### config.mk
export PLATFORM = sky130hd
export DESIGN_NAME = alu_cmd_sequencer_flat
export DESIGN_NICKNAME = d
export VERILOG_FILES = /design/src/rtl/alu_cmd_sequencer_if.sv /design/src/rtl/alu_cmd_sequencer.sv /design/src/flat_wrapper.sv
export SDC_FILE = /design/constraint.sdc
export NUM_CORES = 1
export LEC_CHECK = 0
export BUFFER_PORTS_ARGS = -buffer_cell sky130_fd_sc_hd__buf_2
export CAP_MARGIN = 25
export CORE_MARGIN = 4
export CORE_UTILIZATION = 59
export DETAILED_ROUTE_END_ITERATION = 8
export PLACE_DENSITY = 0.89
export SETUP_SLACK_MARGIN = 0.1
export SLEW_MARGIN = 20
export SYNTH_ARGS = -nofsm -noshare
export SYNTH_HDL_FRONTEND = slang
export SYNTH_SLANG_ARGS = --single-unit
### constraint.sdc
create_clock -name clk -period 3.87 [get_ports clk]
set_input_delay 0.387 -clock clk [delete_from_list [all_inputs] [get_ports clk]]
set_output_delay 0.387 -clock clk [all_outputs]
set_load 0.05 [all_outputs]
### src/rtl/alu_cmd_sequencer_if.sv
// Bus bundle between the command source / ALU / result sink and alu_cmd_sequencer.
// The sequencer uses the slave modport; the environment uses master.
interface alu_cmd_sequencer_if #(
    parameter int PTR_W = 2
);
    logic           cmd_valid;
    logic           cmd_ready;
    logic [2:0]     cmd_sel;
    logic [3:0]     cmd_a;
    logic [3:0]     cmd_b;
    logic [2:0]     alu_sel;
    logic [3:0]     alu_a;
    logic [3:0]     alu_b;
    logic [7:0]     alu_y;
    logic           alu_par;
    logic           res_valid;
    logic           res_ready;
    logic [7:0]     res_data;
    logic           res_par;
    logic [2:0]     res_sel;
    logic [PTR_W:0] fifo_count;
    logic           busy;

    modport slave (
        input  cmd_valid, cmd_sel, cmd_a, cmd_b, alu_y, alu_par, res_ready,
        output cmd_ready, alu_sel, alu_a, alu_b, res_valid, res_data, res_par, res_sel,
               fifo_count, busy
    );

    modport master (
        output cmd_valid, cmd_sel, cmd_a, cmd_b, alu_y, alu_par, res_ready,
        input  cmd_ready, alu_sel, alu_a, alu_b, res_valid, res_data, res_par, res_sel,
               fifo_count, busy
    );
endinterface

### src/rtl/alu_cmd_sequencer.sv
// Command FIFO plus issue/capture sequencer giving a combinational ALU a flow-controlled wrapper.
// Optional macro PARITY_CHECK_EN adds a sticky err_par output flagging alu_par != ^alu_y at capture.
module alu_cmd_sequencer #(
    parameter int DEPTH = 4,
    parameter int PTR_W = 2
) (
    input  logic               clk,
    input  logic               rst_n,
    alu_cmd_sequencer_if.slave bus
`ifdef PARITY_CHECK_EN
    ,
    output logic               err_par
`endif
);
    typedef enum logic [1:0] {IDLE, ISSUE, HOLD} state_e;

    typedef struct packed {
        logic [2:0] sel;
        logic [3:0] a;
        logic [3:0] b;
    } cmd_t;

    localparam logic [PTR_W:0]   CNT_FULL = (PTR_W+1)'(DEPTH);
    localparam logic [PTR_W:0]   CNT_ONE  = (PTR_W+1)'(1);
    localparam logic [PTR_W-1:0] PTR_ONE  = PTR_W'(1);

    cmd_t             mem [DEPTH];
    state_e           state_q, state_d;
    logic [PTR_W-1:0] rd_ptr_q, rd_ptr_d;
    logic [PTR_W-1:0] wr_ptr_q, wr_ptr_d;
    logic [PTR_W:0]   count_q, count_d;
    cmd_t             alu_q, alu_d;
    logic             res_valid_q, res_valid_d;
    logic [7:0]       res_data_q, res_data_d;
    logic             res_par_q, res_par_d;
    logic [2:0]       res_sel_q, res_sel_d;
`ifdef PARITY_CHECK_EN
    logic             err_par_q, err_par_d;
`endif

    logic full, push, pop, handshake;
    cmd_t cmd_in;

    assign cmd_in    = '{sel: bus.cmd_sel, a: bus.cmd_a, b: bus.cmd_b};
    assign full      = (count_q == CNT_FULL);
    // A pop in the same cycle does not free a slot for a push: cmd_ready sees only full.
    assign push      = bus.cmd_valid && !full;
    assign handshake = (state_q == HOLD) && res_valid_q && bus.res_ready;
    assign pop       = (count_q != '0) && ((state_q == IDLE) || handshake);

    always_comb begin
        // NOTE: every _d gets a default first so no path through this block infers a latch.
        state_d     = state_q;
        rd_ptr_d    = rd_ptr_q;
        wr_ptr_d    = wr_ptr_q;
        count_d     = count_q;
        alu_d       = alu_q;
        res_valid_d = res_valid_q;
        res_data_d  = res_data_q;
        res_par_d   = res_par_q;
        res_sel_d   = res_sel_q;
`ifdef PARITY_CHECK_EN
        err_par_d   = err_par_q;
`endif

        if (push) wr_ptr_d = wr_ptr_q + PTR_ONE;
        if (pop) begin
            rd_ptr_d = rd_ptr_q + PTR_ONE;
            alu_d    = mem[rd_ptr_q];
        end

        case ({push, pop})
            2'b10:   count_d = count_q + CNT_ONE;
            2'b01:   count_d = count_q - CNT_ONE;
            default: count_d = count_q;
        endcase

        case (state_q)
            IDLE: begin
                if (pop) state_d = ISSUE;
            end
            ISSUE: begin
                res_data_d  = bus.alu_y;
                res_par_d   = bus.alu_par;
                res_sel_d   = alu_q.sel;
                res_valid_d = 1'b1;
                state_d     = HOLD;
`ifdef PARITY_CHECK_EN
                if ((^bus.alu_y) != bus.alu_par) err_par_d = 1'b1;
`endif
            end
            HOLD: begin
                if (handshake) begin
                    res_valid_d = 1'b0;
                    state_d     = pop ? ISSUE : IDLE;
                end
            end
            default: state_d = IDLE;
        endcase
    end

    // NOTE: state uses non-blocking assignments so every flop samples pre-edge values.
    always_ff @(posedge clk or negedge rst_n) begin
        if (!rst_n) begin
            state_q     <= IDLE;
            rd_ptr_q    <= '0;
            wr_ptr_q    <= '0;
            count_q     <= '0;
            alu_q       <= '0;
            res_valid_q <= 1'b0;
            res_data_q  <= '0;
            res_par_q   <= 1'b0;
            res_sel_q   <= '0;
`ifdef PARITY_CHECK_EN
            err_par_q   <= 1'b0;
`endif
        end else begin
            state_q     <= state_d;
            rd_ptr_q    <= rd_ptr_d;
            wr_ptr_q    <= wr_ptr_d;
            count_q     <= count_d;
            alu_q       <= alu_d;
            res_valid_q <= res_valid_d;
            res_data_q  <= res_data_d;
            res_par_q   <= res_par_d;
            res_sel_q   <= res_sel_d;
`ifdef PARITY_CHECK_EN
            err_par_q   <= err_par_d;
`endif
        end
    end

    // NOTE: storage is not reset; only the pointers and count decide which entries are live.
    always_ff @(posedge clk) begin
        if (push) mem[wr_ptr_q] <= cmd_in;
    end

    assign bus.cmd_ready  = !full;
    assign bus.alu_sel    = alu_q.sel;
    assign bus.alu_a      = alu_q.a;
    assign bus.alu_b      = alu_q.b;
    assign bus.res_valid  = res_valid_q;
    assign bus.res_data   = res_data_q;
    assign bus.res_par    = res_par_q;
    assign bus.res_sel    = res_sel_q;
    assign bus.fifo_count = count_q;
    assign bus.busy       = (state_q != IDLE) || (count_q != '0);
`ifdef PARITY_CHECK_EN
    assign err_par        = err_par_q;
`endif
endmodule

### src/flat_wrapper.sv
// flat-port wrapper written by rule: the top's interface ports become plain ports
module alu_cmd_sequencer_flat 
#(
    parameter int DEPTH = 4,
    parameter int PTR_W = 2
)
  (clk, rst_n, bus_cmd_valid, bus_cmd_sel, bus_cmd_a, bus_cmd_b, bus_alu_y, bus_alu_par, bus_res_ready, bus_cmd_ready, bus_alu_sel, bus_alu_a, bus_alu_b, bus_res_valid, bus_res_data, bus_res_par, bus_res_sel, bus_fifo_count, bus_busy);
  alu_cmd_sequencer_if #(.PTR_W(PTR_W)) bus_i ();
  input  logic clk;
  input  logic rst_n;
  input wire logic [$bits(bus_i.cmd_valid)-1:0] bus_cmd_valid;
  input wire logic [$bits(bus_i.cmd_sel)-1:0] bus_cmd_sel;
  input wire logic [$bits(bus_i.cmd_a)-1:0] bus_cmd_a;
  input wire logic [$bits(bus_i.cmd_b)-1:0] bus_cmd_b;
  input wire logic [$bits(bus_i.alu_y)-1:0] bus_alu_y;
  input wire logic [$bits(bus_i.alu_par)-1:0] bus_alu_par;
  input wire logic [$bits(bus_i.res_ready)-1:0] bus_res_ready;
  output wire logic [$bits(bus_i.cmd_ready)-1:0] bus_cmd_ready;
  output wire logic [$bits(bus_i.alu_sel)-1:0] bus_alu_sel;
  output wire logic [$bits(bus_i.alu_a)-1:0] bus_alu_a;
  output wire logic [$bits(bus_i.alu_b)-1:0] bus_alu_b;
  output wire logic [$bits(bus_i.res_valid)-1:0] bus_res_valid;
  output wire logic [$bits(bus_i.res_data)-1:0] bus_res_data;
  output wire logic [$bits(bus_i.res_par)-1:0] bus_res_par;
  output wire logic [$bits(bus_i.res_sel)-1:0] bus_res_sel;
  output wire logic [$bits(bus_i.fifo_count)-1:0] bus_fifo_count;
  output wire logic [$bits(bus_i.busy)-1:0] bus_busy;
  assign bus_i.cmd_valid = bus_cmd_valid;
  assign bus_i.cmd_sel = bus_cmd_sel;
  assign bus_i.cmd_a = bus_cmd_a;
  assign bus_i.cmd_b = bus_cmd_b;
  assign bus_i.alu_y = bus_alu_y;
  assign bus_i.alu_par = bus_alu_par;
  assign bus_i.res_ready = bus_res_ready;
  assign bus_cmd_ready = bus_i.cmd_ready;
  assign bus_alu_sel = bus_i.alu_sel;
  assign bus_alu_a = bus_i.alu_a;
  assign bus_alu_b = bus_i.alu_b;
  assign bus_res_valid = bus_i.res_valid;
  assign bus_res_data = bus_i.res_data;
  assign bus_res_par = bus_i.res_par;
  assign bus_res_sel = bus_i.res_sel;
  assign bus_fifo_count = bus_i.fifo_count;
  assign bus_busy = bus_i.busy;
  alu_cmd_sequencer #(.DEPTH(DEPTH), .PTR_W(PTR_W)) u_core (.clk(clk), .rst_n(rst_n), .bus(bus_i));
endmodule
==> results of run 1 <==
[layer usage]
layer	share of wire	track usage	up-vias
li1	-	-	704
met1	0.44	0.2227	757
met2	0.49	0.2763	52
met3	0.065	0.05079	6
met4	0.011	0.09628	0
met5	0	0	-
[cell usage after synthesis]
| cell type | count | area share |
|---|---|---|
| xnor2_1 | 3 | 0.0086 |
| nor3_2 | 1 | 0.0033 |
| mux2_4 | 9 | 0.044 |
| buf_6 | 2 | 0.0074 |
| edfxtp_1 | 44 | 0.43 |
| ha_1 | 5 | 0.021 |
| nor2_2 | 1 | 0.0021 |
| mux2_1 | 2 | 0.0074 |
| mux2_2 | 14 | 0.052 |
| or3b_4 | 1 | 0.0037 |
| fa_1 | 1 | 0.0066 |
| clkbuf_1 | 1 | 0.0012 |
| buf_4 | 1 | 0.0025 |
| dfrtp_1 | 33 | 0.27 |
| mux4_2 | 8 | 0.059 |
| a21boi_2 | 1 | 0.0037 |
| a21oi_1 | 2 | 0.0033 |
| nor4b_1 | 1 | 0.0029 |
| and2_4 | 1 | 0.0029 |
| inv_1 | 4 | 0.0049 |
| a21o_1 | 1 | 0.0025 |
| nor3_1 | 1 | 0.0016 |
| nand2_1 | 2 | 0.0025 |
| inv_2 | 1 | 0.0012 |
| xor2_1 | 3 | 0.0086 |
| nor2_1 | 2 | 0.0025 |
| nor3_4 | 1 | 0.0053 |
| mux4_1 | 3 | 0.026 |
| and3_1 | 4 | 0.0082 |
[flip-flops by register name, summed over array words and instances, names as in the netlist]
name / cells
u_core.bus.alu_sel: 3
u_core.bus.res_valid: 1
u_core.bus.alu_b: 4
u_core.bus.res_data: 8
u_core.bus.fifo_count: 3
u_core.bus.res_par: 1
u_core.state_q: 2
u_core.bus.res_sel: 3
u_core.bus.alu_a: 4
u_core.mem: 44
u_core.rd_ptr_q: 2
u_core.wr_ptr_q: 2
[final timing paths]
check / start / to / slack, ns
setup / recovery: u_core.bus.fifo_count[1]$_DFFE_PN0P_ / u_core.bus.fifo_count[2]$_DFFE_PN0P_ / 1.68
hold / removal: rst_n / u_core.bus.res_data[1]$_DFFE_PN0P_ / 0.1
setup reg to reg: u_core.bus.fifo_count[1]$_DFFE_PN0P_ / u_core.bus.fifo_count[2]$_DFFE_PN0P_ / 1.68
hold reg to reg: u_core.bus.res_data[1]$_DFFE_PN0P_ / u_core.bus.res_data[1]$_DFFE_PN0P_ / 0.48
max in group asynchronous: rst_n / u_core.bus.alu_b[0]$_DFFE_PN0N_ / 3.31
min in group clk: bus_cmd_a[3] / u_core.mem[3][7]$_DFFE_PP_ / 0.26
[cells in the final DEF (no fill, tap or decap), types with 4 or more instances in the layout]
cell / n
clkbuf_8: 12
mux4_2: 8
ha_1: 5
mux2_4: 9
and3_1: 4
buf_2: 52
edfxtp_1: 44
mux2_2: 14
dfrtp_1: 33
inv_1: 4
[area by class of cell]
type,count,area (µm²),share of cell area
flip-flops and latches,77,2147,0.6059
well taps,67,83.83,0.02366
multi-input cells,67,844.6,0.2383
inverters,5,18.77,0.005297
repair buffers,53,267.8,0.07556
clock inverters,1,5.005,0.001412
clock buffers,15,176.4,0.04979
[critical path: stages, from the launching register on]
cell     delay, ns
dfrtp_1       0.44
nor3_2        0.38
nor3_4        0.04
buf_4         0.22
ha_1          0.24
fa_1          0.38
xnor2_1       0.16
nor2_1        0.06
xor2_1        0.13
[per-stage QoR]
stage | util | setup WS, ns
final | 0.7308 | 1.685
after global routing | 0.7308 | 1.573
after CTS | 0.7308 | 1.679
after detailed placement | 0.6934 | 1.684
after global placement | 0.6934 | 1.732
after floorplan | - | 1.439
[logic make-up (layout without fill, tap and decap cells)]
logic type                 Yosys count  after routing  share of synthesized area
xor gates and xnor gates             6              6                    0.01727
DFF                                 77             77                     0.7053
AOI/OAI and AO/OA                    4              4                   0.009454
buffers and inverters                9             74                    0.01726
adders and majority gates            6              6                    0.02713
muxes                               36             36                     0.1887
and+or+nand+nor                     15             15                    0.03494
==> flow_metrics.py, run 1 <==
metrics = {
    "setup_path": {
        "reg2reg_depth": 8,
        "crit_fanout": 13,
        "arrival_ns": 2.41,
        "crit_required_ns": 4.10,
        "worstSetupPathType": "reg2reg",
        "startpoint_type": "flop",
        "cp-end-kind": "flop",
    },
    "place": {
        "place_hpwl_um": 3319,
        "port_buffers": 52,
        "postPlaceCellArea_um2": 3362,
        "dpl.cell_count": 269,
        "gp_congestion": 0.7094,
    },
    "timing": {
        "tns_ns": 0,
        "worstMarginPinSlew_ns": 0.7940,
        "fin_crit_ns": 2.185,
        "whs_ns": 0.09805,
        "slew_violations": 0,
        "setup_viol": 0,
        "maxSlewHeadroom": 0.4706,
        "hold_violations": 0,
        "fin_crit_sh": 0.5646,
        "fmax_ghz": 0.4577,
        "rsz0062_at_grt": "false",
        "clock_skew_ns": 0.005656,
    },
    "final_layout": {
        "nets": 243,
        "antenna_cells": 0,
        "drive_gt1_frac": 0.4771,
        "fillers": 287,
        "synthToLayoutAreaGrowth_pct": 16.40,
        "fin_area_um2": 3543,
        "finalNonFillerCells": 285,
    },
    "global_routing": {
        "grt_max_degree": 34,
        "grt_pass1_wl_um": 7921,
        "grt_pass1_vias": 1585,
        "grt_usage": 0.1765,
        "grt_overflow": 0,
        "antenna_found_initial": 0,
    },
    "detailed_routing": {
        "via_count": 1519,
        "drt_iter0_drc": 66,
        "wirelength_um": 4919,
        "routed_via_density": 5.330,
        "drc": 0,
        "wl_per_cell_um": 17.26,
        "ant_nets": 0,
        "first_pass_iters": 4,
    },
    "logic_synthesis": {
        "ys_ff_latch": 77,
        "syn_area_um2": 3044,
        "synth_cell_types": 29,
        "synth_cells": 153,
        "syn_nets": 183,
        "yosysSeqAreaShare": 0.7053,
        "avgSynthCellArea_um2": 19.90,
        "yosys_warnings": 0,
    },
    "die": {
        "die_x_um": 79.83,
        "die_y_um": 79.83,
        "design.core.area_um2": 4848,
        "dieArea_um2": 6373,
        "initial_core_util": 0.6279,
        "io_pins": 53,
        "row_count": 25,
    },
    "flow_run": {
        "max_cap_viol_count": 0,
    },
    "clocking": {
        "cts_sinks": 77,
        "cts_resized": 0,
        "clock_latency_ns": 0.34,
        "cts_hold_buf": 0,
        "root_buffer": "clkbuf_8",
        "path_clk_slew_ns": 0.07,
        "clock_path_buffers": 2,
        "cts_buffers": 9,
        "htreeDepth": 3,
        "cts_tree": "done",
        "cts_setup_buffers": 0,
    },
    "status": {
        "status": "completed",
    },
    "worst_hold_path": {
        "min_path_type": "in2async",
    },
}
Power of run 1 is left out: the tool's default activity adds up to more than one toggle a clock period on the data nets, which glitch-free logic cannot reach.
==> inputs of run 2 (changes only) <==
ABC_AREA = 1   (was default)
CORE_UTILIZATION = 51   (was 59)
PLACE_DENSITY = 0.82   (was 0.89)
clock period = 1.8 ns   (was 3.87 ns; I/O delays follow)
==> flow_metrics.py, run 2 <==
metrics = {
    "global_routing": {
        "grt_usage": 0.1798,
        "grt_pass1_vias": 2405,
        "met1_usage": 0.2187,
        "grt_max_degree": 34,
        "top_usage_layer": "met2",
        "grtUsageMet3": 0.07097,
        "grt_overflow": 0,
        "antenna_found_initial": 0,
        "grt_pass1_wl_um": 10730,
        "grt_util_met2": 0.2900,
    },
    "setup_path": {
        "worstSetupPathType": "reg2reg",
        "cp-end-kind": "flop",
        "crit_required_ns": 2.03,
        "reg2reg_depth": 9,
        "startpoint_type": "flop",
        "arrival_ns": 1.89,
        "crit_fanout": 3,
    },
    "logic_synthesis": {
        "avgSynthCellArea_um2": 9.863,
        "yosys_warnings": 0,
        "synth_area_leaders": "edfxtp_1 (39%), dfrtp_1 (25%), nand2_1 (14%)",
        "yosysMostFrequentCell": "nand2_1",
        "yosysTopAreaCellShare": 0.3929,
        "synth_cells": 341,
        "async_reset_ff_frac": 0.4286,
        "ys_ff_latch": 77,
        "synth_common_cells": "nand2_1 (127), inv_1 (56), edfxtp_1 (44)",
        "syn_area_um2": 3363,
        "syn_nets": 371,
        "yosysTopAreaCell": "edfxtp_1",
        "yosysSeqAreaShare": 0.6384,
        "synth_cell_types": 19,
        "ys.flop_type": "edfxtp_1",
        "synth_edf_count": 44,
    },
    "final_layout": {
        "antenna_cells": 0,
        "regMostFlops": "u_core.mem",
        "layout_commonest_cell": "nand2_1",
        "final_cell_mix": "nand2_1 (127), inv_1 (56), buf_2 (52)",
        "fin_area_um2": 3969,
        "largest_register_ffs": 44,
        "synthToLayoutAreaGrowth_pct": 18.01,
        "nets": 437,
        "drive_gt1_frac": 0.2403,
    },
    "clocking": {
        "root_buffer": "clkbuf_8",
        "htreeDepth": 3,
        "path_clk_slew_ns": 0.07,
        "cts_buffers": 9,
        "clock_latency_ns": 0.34,
        "cts_tree": "done",
        "clock_path_buffers": 2,
        "cts_sinks": 77,
    },
    "power": {
        "leakagePower_nw": 2.014,
        "totalPowerFinal_w": 0.007852,
        "powerDensity_nw_per_um2": 1978,
        "peakVddDrop_mv": 1.527,
    },
    "place": {
        "postPlaceCellArea_um2": 3742,
        "gp_congestion": 0.7745,
        "dpl_worst_slack_ns": 0.05450,
        "port_buffers": 52,
        "place_hpwl_um": 4291,
    },
    "worst_hold_path": {
        "hold_path_depth": 1,
        "min_path_type": "in2reg",
    },
    "detailed_routing": {
        "wirelength_um": 6344,
        "wl_per_cell_um": 12.97,
        "first_pass_iters": 4,
        "drt_iter0_drc": 83,
        "via_count": 2346,
        "ant_nets": 0,
        "drc": 0,
        "routed_via_density": 4.798,
    },
    "die": {
        "row_count": 29,
        "die_x_um": 89.21,
        "initial_core_util": 0.5266,
        "io_pins": 53,
        "design.core.area_um2": 6386,
        "die_y_um": 89.21,
        "dieArea_um2": 7958,
    },
    "timing": {
        "rsz0062_at_grt": "true",
        "hold_violations": 0,
        "setup_viol": 0,
        "whs_ns": 0.04874,
        "fin_crit_ns": 1.659,
        "fmax_ghz": 0.6029,
        "tns_ns": 0,
        "clock_skew_ns": 0.005049,
        "finalWorstSetupSlack_ns": 0.1413,
        "slew_violations": 0,
        "fin_crit_sh": 0.9215,
        "worstMarginPinSlew_ns": 0.7255,
        "maxSlewHeadroom": 0.5163,
    },
    "status": {
        "status": "completed",
    },
    "flow_run": {
        "max_cap_viol_count": 0,
    },
}
==> run 2: cell types whose count changed after synthesis, moves of 4 or more <==
cell	before	now
inv_1	4	56
nand3_1	0	41
mux4_2	8	0
mux2_2	14	0
and3_1	4	0
buf_2	0	4
nand2_2	0	5
nand2_1	2	127
mux2_4	9	0
==> run 2: worst max-delay path: stages (launching register included) <==
cell,delay [ns]
dfrtp_2,0.42
inv_4,0.08
nand2_2,0.06
nor2_4,0.16
nor2_8,0.05
ha_4,0.16
fa_2,0.33
nand2_1,0.06
nand3_1,0.08
xor2_1,0.14
==> run 2: cells by family (layout without fill, tap and decap cells) <==
| kind of cell | after synthesis | count (layout) | synth area share |
|---|---|---|---|
| and+or+nand+nor | 181 | 181 | 0.2299 |
| buffers and inverters | 72 | 143 | 0.09524 |
| adders and majority gates | 6 | 6 | 0.02455 |
| AOI/OAI and AO/OA | 1 | 1 | 0.001487 |
| xor gates and xnor gates | 4 | 4 | 0.01042 |
| DFF | 77 | 77 | 0.6384 |
==> run 2: path summary, 6_finish.rpt <==
kind / from / endpoint / slack [ns]
worst max-delay path: u_core.bus.fifo_count[0]$_DFFE_PN0P_ / u_core.bus.fifo_count[2]$_DFFE_PN0P_ / 0.14
worst min-delay path: bus_cmd_a[2] / u_core.mem[0][6]$_DFFE_PP_ / 0.05
worst max register to register: u_core.bus.fifo_count[0]$_DFFE_PN0P_ / u_core.bus.fifo_count[2]$_DFFE_PN0P_ / 0.14
worst min register to register: u_core.bus.res_data[1]$_DFFE_PN0P_ / u_core.bus.res_data[1]$_DFFE_PN0P_ / 0.47
max in group asynchronous: rst_n / u_core.bus.fifo_count[0]$_DFFE_PN0P_ / 0.86
min in group asynchronous: rst_n / u_core.bus.res_data[0]$_DFFE_PN0P_ / 0.43
==> run 2: stage by stage <==
step / cells / util
6_report: 489 / 0.6215
5_1_grt: 489 / 0.6215
4_1_cts: 487 / 0.6187
3_5_place_dp: 468 / 0.5860
3_3_place_gp: 468 / 0.5860
2_1_floorplan: 341 / -
==> run 2: where the power goes <==
part,switching (W),total [W],internal [W]
Combinational,0.00280,0.00390,0.00110
Clock,0.000575,0.00120,0.000624
Sequential,0.000277,0.00276,0.00248
Total,0.00365,0.00785,0.00420
==> run 2: what timing repair did <==
item,CTS,global route
hold buffers,1,0
setup endpoints to repair,2,2
pin swaps,1,0
resized for setup,1,2
cloned,0,0
setup buffers,2,2
endpoints found under the hold margin,33,0
==> run 2: layout make-up <==
cell class | instances | area [µm²]
multi-input cells | 192 | 933.4
fillers | 508 | 2417
repair buffers | 67 | 375.4
inverters | 60 | 230.2
flip-flops and latches | 77 | 2152
well taps | 77 | 96.34
clock inverters | 6 | 53.80
clock buffers | 10 | 127.6
==> run 2: per-layer routing <==
layer	part of all wire	routed length, µm
met5	0	0
met1	0.44	2806
met2	0.48	3024
met3	0.068	431
met4	0.013	82
Note: power is estimated with default switching activity, not from simulation.
